$ cat config.mk
export PLATFORM = sky130hd
export DESIGN_NAME = gray_ptr_sync
export DESIGN_NICKNAME = d
export VERILOG_FILES = /design/src/rtl/fifo_pkg.sv /design/src/rtl/sync_chain.sv /design/src/rtl/gray_ptr_sync.sv
export SDC_FILE = /design/constraint.sdc
export NUM_CORES = 1
export LEC_CHECK = 0
export BUFFER_PORTS_ARGS = -buffer_cell sky130_fd_sc_hd__buf_4
export CAP_MARGIN = 20
export CORE_MARGIN = 8
export CORE_UTILIZATION = 48
export CTS_BUF_LIST = sky130_fd_sc_hd__clkbuf_8
export CTS_CLUSTER_DIAMETER = 150
export DETAILED_ROUTE_END_ITERATION = 8
export GPL_ROUTABILITY_DRIVEN = 0
export PLACE_DENSITY = 0.82
export SYNTH_ARGS = -nofsm -noshare
export SYNTH_HDL_FRONTEND = slang
export SYNTH_SLANG_ARGS = --single-unit
$ cat constraint.sdc
create_clock -name rd_clk -period 2 [get_ports rd_clk]
set_clock_uncertainty 0.1 [all_clocks]
set_input_delay 0.6 -clock rd_clk [delete_from_list [all_inputs] [get_ports rd_clk]]
set_output_delay 0.6 -clock rd_clk [all_outputs]
set_load 0.02 [all_outputs]
$ cat src/rtl/fifo_pkg.sv
// fifo_pkg: shared FIFO pointer helpers and default constants
package fifo_pkg;
  localparam int PTR_BITS_DEF = 4;
  localparam int SYNC_STAGES_DEF = 2;
  // Zero-extended operands convert correctly, so callers cast their width to/from 32
  function automatic logic [31:0] gray2bin(input logic [31:0] g);
    logic [31:0] b;
    b = '0;
    for (int i = 0; i < 32; i++) b[i] = ^(g >> i);
    return b;
  endfunction
  function automatic logic [31:0] bin2gray(input logic [31:0] b);
    return b ^ (b >> 1);
  endfunction
  function automatic int clog2(input int v);
    int r;
    r = 0;
    while ((1 << r) < v) r++;
    return r;
  endfunction
endpackage

$ cat src/rtl/sync_chain.sv
// sync_chain: STAGES-deep multi-bit metastability flop chain with async active-low reset
module sync_chain #(
  parameter int WIDTH = 1,
  parameter int STAGES = 2
) (
  input  logic             i_clk,
  input  logic             i_rst_n,
  input  logic [WIDTH-1:0] i_d,
  output logic [WIDTH-1:0] o_q
);
  logic [STAGES-1:0][WIDTH-1:0] r_q;
  always_ff @(posedge i_clk or negedge i_rst_n)
    if (!i_rst_n) r_q <= '0;
    else          r_q <= {r_q[STAGES-2:0], i_d};
  assign o_q = r_q[STAGES-1];
endmodule

$ cat src/rtl/gray_ptr_sync.sv
// gray_ptr_sync: Gray pointer synchroniser with binary conversion, advance, jump check and flush-valid
module gray_ptr_sync
  import fifo_pkg::*;
#(
  parameter int NUM_BITS = PTR_BITS_DEF,
  parameter int SYNC_STAGES = SYNC_STAGES_DEF,
  parameter int MAX_STEP = 1
) (
  input  logic                rd_clk,
  input  logic                rd_rst,
  input  logic [NUM_BITS-1:0] ptr_gray_async,
  input  logic                err_clr,
  output logic [NUM_BITS-1:0] ptr_gray_sync,
  output logic [NUM_BITS-1:0] ptr_bin_sync,
  output logic [NUM_BITS-1:0] ptr_delta,
  output logic                ptr_changed,
  output logic                gray_err,
  output logic                sync_valid
);
  localparam int CW = clog2(SYNC_STAGES + 2);
  localparam logic [CW-1:0] CNT_MAX = CW'(SYNC_STAGES + 1);
  localparam logic [NUM_BITS-1:0] MAX_D = NUM_BITS'(MAX_STEP);
  logic [NUM_BITS-1:0] w_gs, w_bin, w_delta;
  logic [CW-1:0]       r_cnt;
  logic                w_err;
  sync_chain #(.WIDTH(NUM_BITS), .STAGES(SYNC_STAGES)) u_chain (
    .i_clk  (rd_clk),
    .i_rst_n(rd_rst),
    .i_d    (ptr_gray_async),
    .o_q    (w_gs)
  );
  always_comb begin
    w_bin   = NUM_BITS'(gray2bin(32'(w_gs)));
    w_delta = w_bin - ptr_bin_sync;
    w_err   = sync_valid && (w_delta > MAX_D);
  end
  // sync_valid is registered off the saturated count, so it rises one edge after saturation
  always_ff @(posedge rd_clk or negedge rd_rst)
    if (!rd_rst) begin
      ptr_gray_sync <= '0;
      ptr_bin_sync  <= '0;
      ptr_delta     <= '0;
      ptr_changed   <= 1'b0;
      gray_err      <= 1'b0;
      sync_valid    <= 1'b0;
      r_cnt         <= '0;
    end else begin
      ptr_gray_sync <= w_gs;
      ptr_bin_sync  <= w_bin;
      ptr_delta     <= w_delta;
      ptr_changed   <= w_gs != ptr_gray_sync;
      gray_err      <= w_err ? 1'b1 : (err_clr ? 1'b0 : gray_err);
      sync_valid    <= r_cnt == CNT_MAX;
      r_cnt         <= (r_cnt == CNT_MAX) ? r_cnt : r_cnt + 1'b1;
    end
endmodule

==> results.sh <==
export IMPL_critPathLaunch="u_chain.o_q[3]$_DFF_PN0_"
export IMPL_synth_top_area_share_pct=68.3
export IMPL_critPathCaptureType="flip-flop"
export IMPL_post_place_ws_ns=-0.109
export IMPL_synth_distinct_cells=19
export IMPL_drive_above_1_share_pct=38.1
export IMPL_cts_buffers=3
export IMPL_overflow=0
export IMPL_drc=0
export IMPL_synth_avg_cell_area_um2=15.4
export IMPL_layoutNonFillerInstCount=109
export IMPL_fp_dieW_um=58.8
export IMPL_mostFrequentLayoutCells="25 x buf_4, 24 x dfrtp_1, 7 x xnor2_1, 6 x inv_1"
export IMPL_rr_endpoint="gray_err$_DFFE_PN0P_"
export IMPL_core_area_mm2=0.00173
export IMPL_io_pins=22
export IMPL_p_int_uw=827
export IMPL_antenna_cells=0
export IMPL_switchingPower_uw=335
export IMPL_rsz0062_at_grt="yes"
export IMPL_drtIter0Drc=4
export IMPL_post_dp_cell_area_mm2=0.00109
export IMPL_dieArea_mm2=0.00346
export IMPL_antenna_found_initial=0
export IMPL_cp_arrival_ns=2.12
export IMPL_layout_commonest_cell="buf_4"
export IMPL_yosys_register_bits=24
export IMPL_p_leak_nw=0.537
export IMPL_r2r_start="u_chain.o_q[3]$_DFF_PN0_"
export IMPL_finalSetupTns_ns=-0.0784
export IMPL_grt_pass1_wl_um=2700
export IMPL_syn_area_um2=880
export IMPL_num_rows=15
export IMPL_post_route_util_pct=65.7
export IMPL_dpl_hpwl_um=1190
export IMPL_grt_pass1_vias=596
export IMPL_fin_crit_ns=2.08
export IMPL_fin_area_mm2=0.00113
export IMPL_ant_nets=0
export IMPL_synth_largest_area_cell="dfrtp_1"
export IMPL_swShare_pct=28.8
export IMPL_cts_tree="yes"
export IMPL_via_count=500
export IMPL_setup_viol=1
export IMPL_drt_pass1_iterations=4
export IMPL_worstSetupPathType="flip-flop to flip-flop"
export IMPL_wire_per_inst_um=14.0
export IMPL_io_buffer_count=21
export IMPL_initial_core_util_pct=50.9
export IMPL_num_nets_final=98
export IMPL_worstSkewPairLatency_ns=0.26
export IMPL_path_max_fanout=2
export IMPL_failed_checks="negative setup slack"
export IMPL_drv_slew=0
export IMPL_holdWs_ns=0.121
export IMPL_start_kind="flip-flop"
export IMPL_syn_inst=57
export IMPL_routed_wl_um=1530
export IMPL_vias_per_cell=4.59
export IMPL_die_h_um=58.8
export IMPL_clkPwrFrac_pct=22.9
export IMPL_post_route_period_util_pct=104
export IMPL_pwr_share_seq_pct=49.5
export IMPL_yosysSeqAreaShare_pct=68.3
export IMPL_fmax_ghz=0.481
export IMPL_worst_pin_slew_ns=0.404
export IMPL_holdBufCountCts=0
export IMPL_cp_required_ns=2.04
export IMPL_pwr_share_comb_pct=27.5
export IMPL_fin_ws_ns=-0.0784
export IMPL_post_cts_buffers=0
export IMPL_clk_pin_slew_ns=0.07
export IMPL_slew_headroom_pct=72.9
export IMPL_yosysWarnings=0
export IMPL_grt_max_degree=25
export IMPL_place_inst=106
export IMPL_area_delta_synth_final_pct=29.0
export IMPL_final_hold_violation_count=0
export IMPL_ir_drop_uv=639
export IMPL_worstRegToRegCells=8
export IMPL_drv_cap=0
export IMPL_status="finished, violations left"
export IMPL_rrSetupSlack_ns=-0.08
export IMPL_crit_end="gray_err$_DFFE_PN0P_"
export IMPL_cts_htree_levels=1
export IMPL_clock_sinks=24
export IMPL_clock_path_buffers=2
export IMPL_grt_use_total_pct=10.8
export IMPL_p_per_area_mw_per_mm2=1020
export IMPL_root_buffer="clkbuf_8"
export IMPL_netlist_top_cells_area="dfrtp_1 68%, xnor2_1 7.0%, ha_1 5.7%"
export IMPL_syn_nets=69
export IMPL_fin_total_pwr_mw=1.16
export IMPL_min_path_type="input pin to async pin"
## worst min-delay path by stage
| stage | cells past startpoint | slack (ns) | endpoint | from |
|---|---|---|---|---|
| final | 1 | 0.12 | ptr_bin_sync[1]$_DFF_PN0_ | rd_rst |
| after global routing | 1 | 0.13 | ptr_delta[1]$_DFF_PN0_ | rd_rst |
| after CTS | 1 | 0.13 | ptr_bin_sync[1]$_DFF_PN0_ | rd_rst |
| after detailed placement | 0 | 0.24 | u_chain.o_q[2]$_DFF_PN0_ | u_chain.r_q[2]$_DFF_PN0_ |
| after global placement | 0 | 0.23 | u_chain.o_q[0]$_DFF_PN0_ | u_chain.r_q[0]$_DFF_PN0_ |
| after floorplan | 0 | 0.20 | gray_err$_DFFE_PN0P_ | rd_rst |
## cell families (layout without fill, tap and decap cells)
| kind of cell | count (synthesis) | after routing | share of synthesized area, % |
|---|---|---|---|
| flops | 24 | 24 | 68.3 |
| mux | 1 | 1 | 1.28 |
| buf+inv | 7 | 34 | 3.41 |
| simple gates | 5 | 5 | 3.27 |
| fa+ha+maj | 5 | 5 | 7.97 |
| xor+xnor | 11 | 11 | 12.7 |
| compound gates | 4 | 4 | 3.13 |
## what timing repair did
item,4_1_cts,5_1_grt
gates resized for setup,0,0
pin swaps,2,0
setup endpoints to repair,1,2
## registers in the layout (all words and copies together) (netlist names)
signal and flops:
ptr_changed 1, gray_err 1, u_chain.o_q 4, u_chain.r_q 4, ptr_gray_sync 3, ptr_delta 4
r_cnt 2, sync_valid 1, ptr_bin_sync 4
## critical path, stage by stage (launching register included)
cell     delay, ns
dfrtp_1       0.41
xor2_2        0.20
xnor2_2       0.15
xor2_1        0.17
ha_2          0.19
fa_1          0.48
inv_1         0.05
o21ai_1       0.12
nand3_1       0.07
## final cells by class
cell class                      count  area (um^2)
Tap cell                           25         31.3
Multi-Input combinational cell     26          251
Inverter                            6         22.5
Fill cell                         138          592
Sequential cell                    24          601
Clock buffer                        3         41.3
Timing Repair Buffer               25          188
## synth_stat cells, drive strengths merged
cell type / number
a211o: 1
a21oi: 1
a41oi: 1
buf: 1
dfrtp: 24
fa: 1
ha: 4
inv: 6
mux2: 1
nand2: 1
nand3: 1
nand3b: 1
nand4: 1
nor2b: 1
o21ai: 1
xnor2: 8
xor2: 3
## metal layers
| metal | up-vias | track usage [%] | part of all wire (%) |
|---|---|---|---|
| met2 | 20 | 17.6 | 51 |
| li1 | 238 | - | - |
| met1 | 238 | 10.1 | 37 |
| met3 | 4 | 5.22 | 9.2 |
| met5 | - | 0 | 0 |
| met4 | 0 | 8.87 | 3.3 |
## power groups by stage
stage          registers, mW  logic, mW  clock network [mW]
4_1_cts                0.577      0.328               0.281
3_5_place_dp           0.586      0.327                   0
2_1_floorplan          0.656      0.107                   0
5_1_grt                0.584      0.354               0.294
3_3_place_gp           0.584      0.312                   0
6_report               0.576      0.320               0.266
Note: power is estimated with default switching activity, not from simulation.
